[src/rtl/dvp_rx_capture.sv]
// OV5640 DVP receive front end.
// Registers the camera pins once, waits out the sensor settling frames,
// pairs bytes into RGB565 pixels, crops to an H_ACTIVE x V_ACTIVE window,
// and measures line length / line count / frame count for debug visibility.
module dvp_rx_capture #(
    parameter int H_ACTIVE    = 1280,
    parameter int V_ACTIVE    = 720,
    parameter int CNT_W       = 12,
    parameter int SKIP_FRAMES = 10
) (
    input  logic             cmos_pclk,
    input  logic             I_rst_n,
    input  logic             I_cfg_done,
    input  logic             I_err_clr,
    input  logic             cmos_vsync,
    input  logic             cmos_href,
    input  logic [7:0]       cmos_db,
    output logic [15:0]      O_pix_data,
    output logic             O_pix_valid,
    output logic             O_sof,
    output logic             O_eol,
    output logic             O_capturing,
    output logic [7:0]       O_frame_cnt,
    output logic [CNT_W-1:0] O_line_len,
    output logic [CNT_W-1:0] O_line_cnt,
    output logic             O_err_len
);

    localparam logic [1:0] ST_IDLE    = 2'd0;
    localparam logic [1:0] ST_SKIP    = 2'd1;
    localparam logic [1:0] ST_WAIT_VS = 2'd2;
    localparam logic [1:0] ST_ACTIVE  = 2'd3;

    localparam logic [CNT_W-1:0] H_LIM    = CNT_W'(H_ACTIVE);
    localparam logic [CNT_W-1:0] H_LAST   = CNT_W'(H_ACTIVE - 1);
    localparam logic [CNT_W-1:0] V_LIM    = CNT_W'(V_ACTIVE);
    localparam logic [CNT_W-1:0] CNT_MAX  = '1;
    localparam logic [7:0]       SKIP_LIM = 8'(SKIP_FRAMES);

    // Pin-side registers plus one extra stage for edge detection.
    logic       v_r, h_r, v_rr, h_rr;
    logic [7:0] d_r;

    logic [1:0]       state_reg;
    logic [7:0]       skip_cnt_reg;
    logic [CNT_W-1:0] line_idx_reg;
    logic [CNT_W-1:0] pix_idx_reg;
    logic             phase_reg;
    logic             first_pix_reg;
    logic [7:0]       hi_byte_reg;

    logic v_rise, v_fall, h_fall;
    logic in_active, pair_en, line_end, frame_end, frame_start, enter_active;
    logic in_window, fwd_pix, len_bad, cnt_bad;

    assign v_rise = v_r & ~v_rr;
    assign v_fall = ~v_r & v_rr;
    assign h_fall = ~h_r & h_rr;

    // Dropping I_cfg_done suppresses all ACTIVE-state events in that cycle too.
    assign in_active    = (state_reg == ST_ACTIVE) && I_cfg_done;
    assign pair_en      = in_active && !v_r && h_r;
    assign line_end     = in_active && !v_r && h_fall;
    assign frame_end    = in_active && v_rise;
    assign frame_start  = in_active && v_fall;
    assign enter_active = (state_reg == ST_WAIT_VS) && I_cfg_done && v_fall;

    assign in_window = (pix_idx_reg < H_LIM) && (line_idx_reg < V_LIM);
    assign fwd_pix   = pair_en && phase_reg && in_window;
    assign len_bad   = line_end && ((pix_idx_reg != H_LIM) || phase_reg);
    assign cnt_bad   = frame_end && (line_idx_reg != V_LIM);

    assign O_capturing = (state_reg == ST_ACTIVE);

    // Single register stage on the camera pins; everything downstream uses these.
    always_ff @(posedge cmos_pclk or negedge I_rst_n) begin
        if (!I_rst_n) begin
            v_r  <= 1'b0;
            h_r  <= 1'b0;
            v_rr <= 1'b0;
            h_rr <= 1'b0;
            d_r  <= 8'd0;
        end else begin
            v_r  <= cmos_vsync;
            h_r  <= cmos_href;
            d_r  <= cmos_db;
            v_rr <= v_r;
            h_rr <= h_r;
        end
    end

    // Capture sequencing: settle-frame skip, then align to a frame start.
    always_ff @(posedge cmos_pclk or negedge I_rst_n) begin
        if (!I_rst_n) begin
            state_reg    <= ST_IDLE;
            skip_cnt_reg <= 8'd0;
        end else if (!I_cfg_done) begin
            state_reg <= ST_IDLE;
        end else begin
            case (state_reg)
                ST_IDLE: begin
                    state_reg    <= ST_SKIP;
                    skip_cnt_reg <= 8'd0;
                end
                ST_SKIP: begin
                    if (skip_cnt_reg == SKIP_LIM)
                        state_reg <= ST_WAIT_VS;
                    else if (v_rise)
                        skip_cnt_reg <= skip_cnt_reg + 8'd1;
                end
                ST_WAIT_VS: begin
                    if (v_fall)
                        state_reg <= ST_ACTIVE;
                end
                default: state_reg <= state_reg;
            endcase
        end
    end

    // Byte pairing and in-line pixel index; both reset at every line end.
    always_ff @(posedge cmos_pclk or negedge I_rst_n) begin
        if (!I_rst_n) begin
            pix_idx_reg <= '0;
            phase_reg   <= 1'b0;
            hi_byte_reg <= 8'd0;
        end else if (!I_cfg_done || line_end || frame_start) begin
            pix_idx_reg <= '0;
            phase_reg   <= 1'b0;
        end else if (pair_en) begin
            phase_reg <= ~phase_reg;
            if (!phase_reg)
                hi_byte_reg <= d_r;
            else if (pix_idx_reg != CNT_MAX)
                pix_idx_reg <= pix_idx_reg + 1'b1;
        end
    end

    // Line index within the frame and the pending start-of-frame marker.
    always_ff @(posedge cmos_pclk or negedge I_rst_n) begin
        if (!I_rst_n) begin
            line_idx_reg  <= '0;
            first_pix_reg <= 1'b0;
        end else if (!I_cfg_done) begin
            line_idx_reg  <= '0;
            first_pix_reg <= 1'b0;
        end else if (enter_active || frame_start) begin
            line_idx_reg  <= '0;
            first_pix_reg <= 1'b1;
        end else begin
            if (line_end && (line_idx_reg != CNT_MAX))
                line_idx_reg <= line_idx_reg + 1'b1;
            if (fwd_pix)
                first_pix_reg <= 1'b0;
        end
    end

    // Pixel output strobes; data holds its last value between strobes.
    always_ff @(posedge cmos_pclk or negedge I_rst_n) begin
        if (!I_rst_n) begin
            O_pix_data  <= 16'd0;
            O_pix_valid <= 1'b0;
            O_sof       <= 1'b0;
            O_eol       <= 1'b0;
        end else begin
            O_pix_valid <= fwd_pix;
            O_sof       <= fwd_pix && first_pix_reg;
            O_eol       <= fwd_pix && (pix_idx_reg == H_LAST);
            if (fwd_pix)
                O_pix_data <= {hi_byte_reg, d_r};
        end
    end

    // Measured geometry and the sticky format error (a new error beats a clear).
    always_ff @(posedge cmos_pclk or negedge I_rst_n) begin
        if (!I_rst_n) begin
            O_frame_cnt <= 8'd0;
            O_line_len  <= '0;
            O_line_cnt  <= '0;
            O_err_len   <= 1'b0;
        end else begin
            if (line_end)
                O_line_len <= pix_idx_reg;
            if (frame_end) begin
                O_line_cnt  <= line_idx_reg;
                O_frame_cnt <= O_frame_cnt + 8'd1;
            end
            if (len_bad || cnt_bad)
                O_err_len <= 1'b1;
            else if (I_err_clr)
                O_err_len <= 1'b0;
        end
    end

endmodule

[config.mk]
export PLATFORM = sky130hd
export DESIGN_NAME = dvp_rx_capture
export DESIGN_NICKNAME = d
export VERILOG_FILES = /design/src/rtl/dvp_rx_capture.sv
export SDC_FILE = /design/constraint.sdc
export NUM_CORES = 1
export LEC_CHECK = 0
export ABC_AREA = 1
export ABC_CLOCK_PERIOD_IN_PS = 2000
export CAP_MARGIN = 20
export CORE_MARGIN = 2
export CORE_UTILIZATION = 55
export CTS_CLUSTER_DIAMETER = 60
export CTS_CLUSTER_SIZE = 10
export DETAILED_ROUTE_END_ITERATION = 12
export PLACE_DENSITY_LB_ADDON = 0.2
export SLEW_MARGIN = 30
export SYNTH_ARGS = -nofsm -noshare
export SYNTH_HDL_FRONTEND = slang
export SYNTH_SLANG_ARGS = --single-unit
[constraint.sdc]
create_clock -name cmos_pclk -period 2 [get_ports cmos_pclk]
set_clock_uncertainty 0.1 [all_clocks]
set_input_delay 0.6 -clock cmos_pclk [delete_from_list [all_inputs] [get_ports cmos_pclk]]
set_output_delay 0.6 -clock cmos_pclk [all_outputs]
set_load 0.005 [all_outputs]
==> impl_metrics.tcl <==
set metrics [dict create \
    die_h_um 101 \
    die_area_um2 10100 \
    worstSkewPairLatency_ps 380 \
    synth_top_family_by_area "simple AND/OR/NAND/NOR gates" \
    post-route-period-util_pct 99.0 \
    seqPwrFrac_pct 54.5 \
    grt.total_usage_pct 23.4 \
    p_comb_share_pct 14.6 \
    synth_edf_count 0 \
    p_int_w 0.00303 \
    htree_levels 3 \
    synthCells 623 \
    ys.flop_type "dfrtp_1" \
    grt_pass1_wl_um 18900 \
    root_buffer "clkbuf_8" \
    postPlaceCellArea_um2 6090 \
    gp_congestion 0.907 \
    hold_violations 0 \
    first_global_vias 4213 \
    start_util_pct 56.0 \
    maxCapViolations 0 \
    grt_max_degree 40 \
    synth_xor_xnor_area_share_pct 2.05 \
    area_delta_synth_final_pct 26.2 \
    coreArea_um2 9150 \
    p_clk_share_pct 30.9 \
    max_stage_delay_ps 520 \
    grt.overflow.total 0 \
    cp_max_fo 2 \
    crit_buf_inv 1 \
    start_kind "flop" \
    setup_viol 0 \
    worstPathArrival_ps 1280 \
    synth-seq-cells 108 \
    pre_cts_slack_ps -275 \
    cpMaxStageDelayCell "clkdlybuf4s50_1" \
    p_leak_nw 3.38 \
    netSwitchingFraction_pct 28.8 \
    routed_via_density 5.23 \
    regMostFlops "O_pix_data" \
    chipWidth_um 101 \
    port_buffers 66 \
    cts_buffer_depth 2 \
    firstDrtPassIters 6 \
    power_density_nw_per_um2 658 \
    synth_fa_ha_area_share_pct 2.69 \
    p_sw_w 0.00122 \
    crit_required_ps 1300 \
    peakVddDrop_mv 0.513 \
    fin_setup_tns_ps 0 \
    diodes 0 \
    std_cell_rows 35 \
    postRouteAntennaNets 0 \
    synth_nets 648 \
    worst_setup_path_end_kind "output port" \
    num_vias 4432 \
    layout-drive-gt1-share_pct 11.9 \
    fin_crit_ps 1980 \
    cts_tree "done" \
    finalWorstSetupSlack_ps 19.7 \
    place_hpwl_um 7890 \
    cts_made_buffers 9 \
    yosys.area_share.simple_pct 29.6 \
    final_cell_area_um2 6460 \
    outcome "complete, no violations" \
    wirelength_um 11000 \
    synth_mux_area_share_pct 0 \
    syn_avg_cell_area_um2 8.22 \
    worstSetupPathType "flop to output port" \
    nFillCells 725 \
    nets 757 \
    largest_reg_flops 16 \
    async_reset_ff_share_pct 100 \
    clock_sinks 108 \
    hold_class "input pin to async pin" \
    antenna_found_initial 0 \
    crit_family "buffers and inverters" \
    crit_chain "clkdlybuf4s50_1" \
    yosysSeqAreaShare_pct 52.8 \
    netlist_area_um2 5120 \
    drc 0 \
    num_io_pins 67 \
    synth_compound_area_share_pct 5.79 \
    synthDistinctLibCells 28 \
    maxSlewHeadroom_pct 66.1 \
    drt_iter0_markers 169 \
    max_freq_ghz 0.505 \
    routed_wire_length_per_instance_um 13.0 \
    tightest_slew_ps 507 \
    path_clk_slew_ps 110 \
    finalMaxSlewViolations 0 \
    yosys_warnings 0 \
]
## what timing repair did
action / CTS / global route
hold buffers: 0 / 0
resized for setup: 2 / 16
endpoints found under the setup margin: 8 / 22
setup buffers: 9 / 9
cloned: 0 / 0
## layout by cell type, fill, tap and decap left out, drive strengths merged
| cell type | count |
|---|---|
| o21ai | 50 |
| clkdlybuf4s50 | 50 |
| nor3 | 8 |
| xor2 | 7 |
| dlygate4sd2 | 1 |
| clkbuf | 9 |
| nand3b | 5 |
| dfrtp | 108 |
| clkinvlp | 1 |
| nand2 | 209 |
| buf | 48 |
| a21oi | 7 |
| nand4 | 25 |
| clkinv | 4 |
| inv | 75 |
| nor2 | 53 |
| o211ai | 1 |
| xnor2 | 5 |
| ha | 11 |
| dlymetal6s2s | 14 |
| nand3 | 46 |
## layout make-up
class | instances | area (um^2) | area share, %
Clock buffer | 9 | 124 | 1.92
Clock inverter | 7 | 77.6 | 1.20
Inverter | 73 | 274 | 4.24
Multi-Input combinational cell | 427 | 2060 | 31.9
Sequential cell | 108 | 2700 | 41.8
Tap cell | 111 | 139 | 2.15
Timing Repair Buffer | 113 | 1090 | 16.8
## power by group through the flow
stage	clock network [W]	registers [W]	logic, W
final	0.00131	0.00232	0.000621
after detailed placement	0	0.00238	0.000547
after global routing	0.00143	0.00233	0.000711
after floorplan	0	0.00236	0.000301
after CTS	0.00134	0.00232	0.000606
after global placement	0	0.00237	0.000524
## Yosys cell counts (7+ instances only)
cell type / number / area [um^2]
nand3_1: 44 / 220
ha_1: 11 / 138
inv_2: 7 / 26.3
nand4_1: 25 / 156
o21ai_1: 17 / 85.1
inv_1: 65 / 244
dfrtp_1: 108 / 2700
xor2_1: 7 / 61.3
a21oi_1: 7 / 35.0
o21ai_0: 32 / 160
nor2_1: 49 / 184
nand2_1: 203 / 762
## final timing paths
check / cells after the start / slack [ps] / endpoint / start
max in group asynchronous: 2 / 1200 / v_r$_DFF_PN0_ / I_rst_n
worst max-delay path: 1 / 20 / O_line_len[11] / O_line_len[11]$_DFFE_PN0P_
min in group cmos_pclk: 0 / 310 / h_rr$_DFF_PN0_ / h_r$_DFF_PN0_
worst min register to register: 0 / 310 / h_rr$_DFF_PN0_ / h_r$_DFF_PN0_
worst min-delay path: 1 / 40 / O_frame_cnt[1]$_DFFE_PN0P_ / I_rst_n
worst max register to register: 9 / 190 / line_idx_reg[5]$_DFFE_PN0P_ / line_idx_reg[1]$_DFFE_PN0P_
## cells by family after synthesis
family                   Yosys count
AO/OA/AOI/OAI                     58
XOR/XNOR                          12
adder cells (fa/ha/maj)           11
buffers and inverters             88
flip-flops                       108
AND/OR/NAND/NOR                  346
## layer usage
| metal | routed length, um | track usage (%) | vias up |
|---|---|---|---|
| met2 | 5190 | 38.2 | 127 |
| li1 | - | - | 2199 |
| met3 | 476 | 3.40 | 11 |
| met1 | 5200 | 32.9 | 2095 |
| met4 | 127 | 6.85 | 0 |
| met5 | 0 | 0 | - |
## per-stage QoR
step	cells	power, W	utilization (%)	hold WS [ps]
after floorplan	623	0.00267	-	204
after global placement	814	0.00290	66.5	294
after detailed placement	814	0.00292	66.5	290
after CTS	839	0.00427	69.4	50.7
after global routing	848	0.00448	70.6	51.6
final	848	0.00425	70.6	40.9
Power figures use the tool's default switching activity.
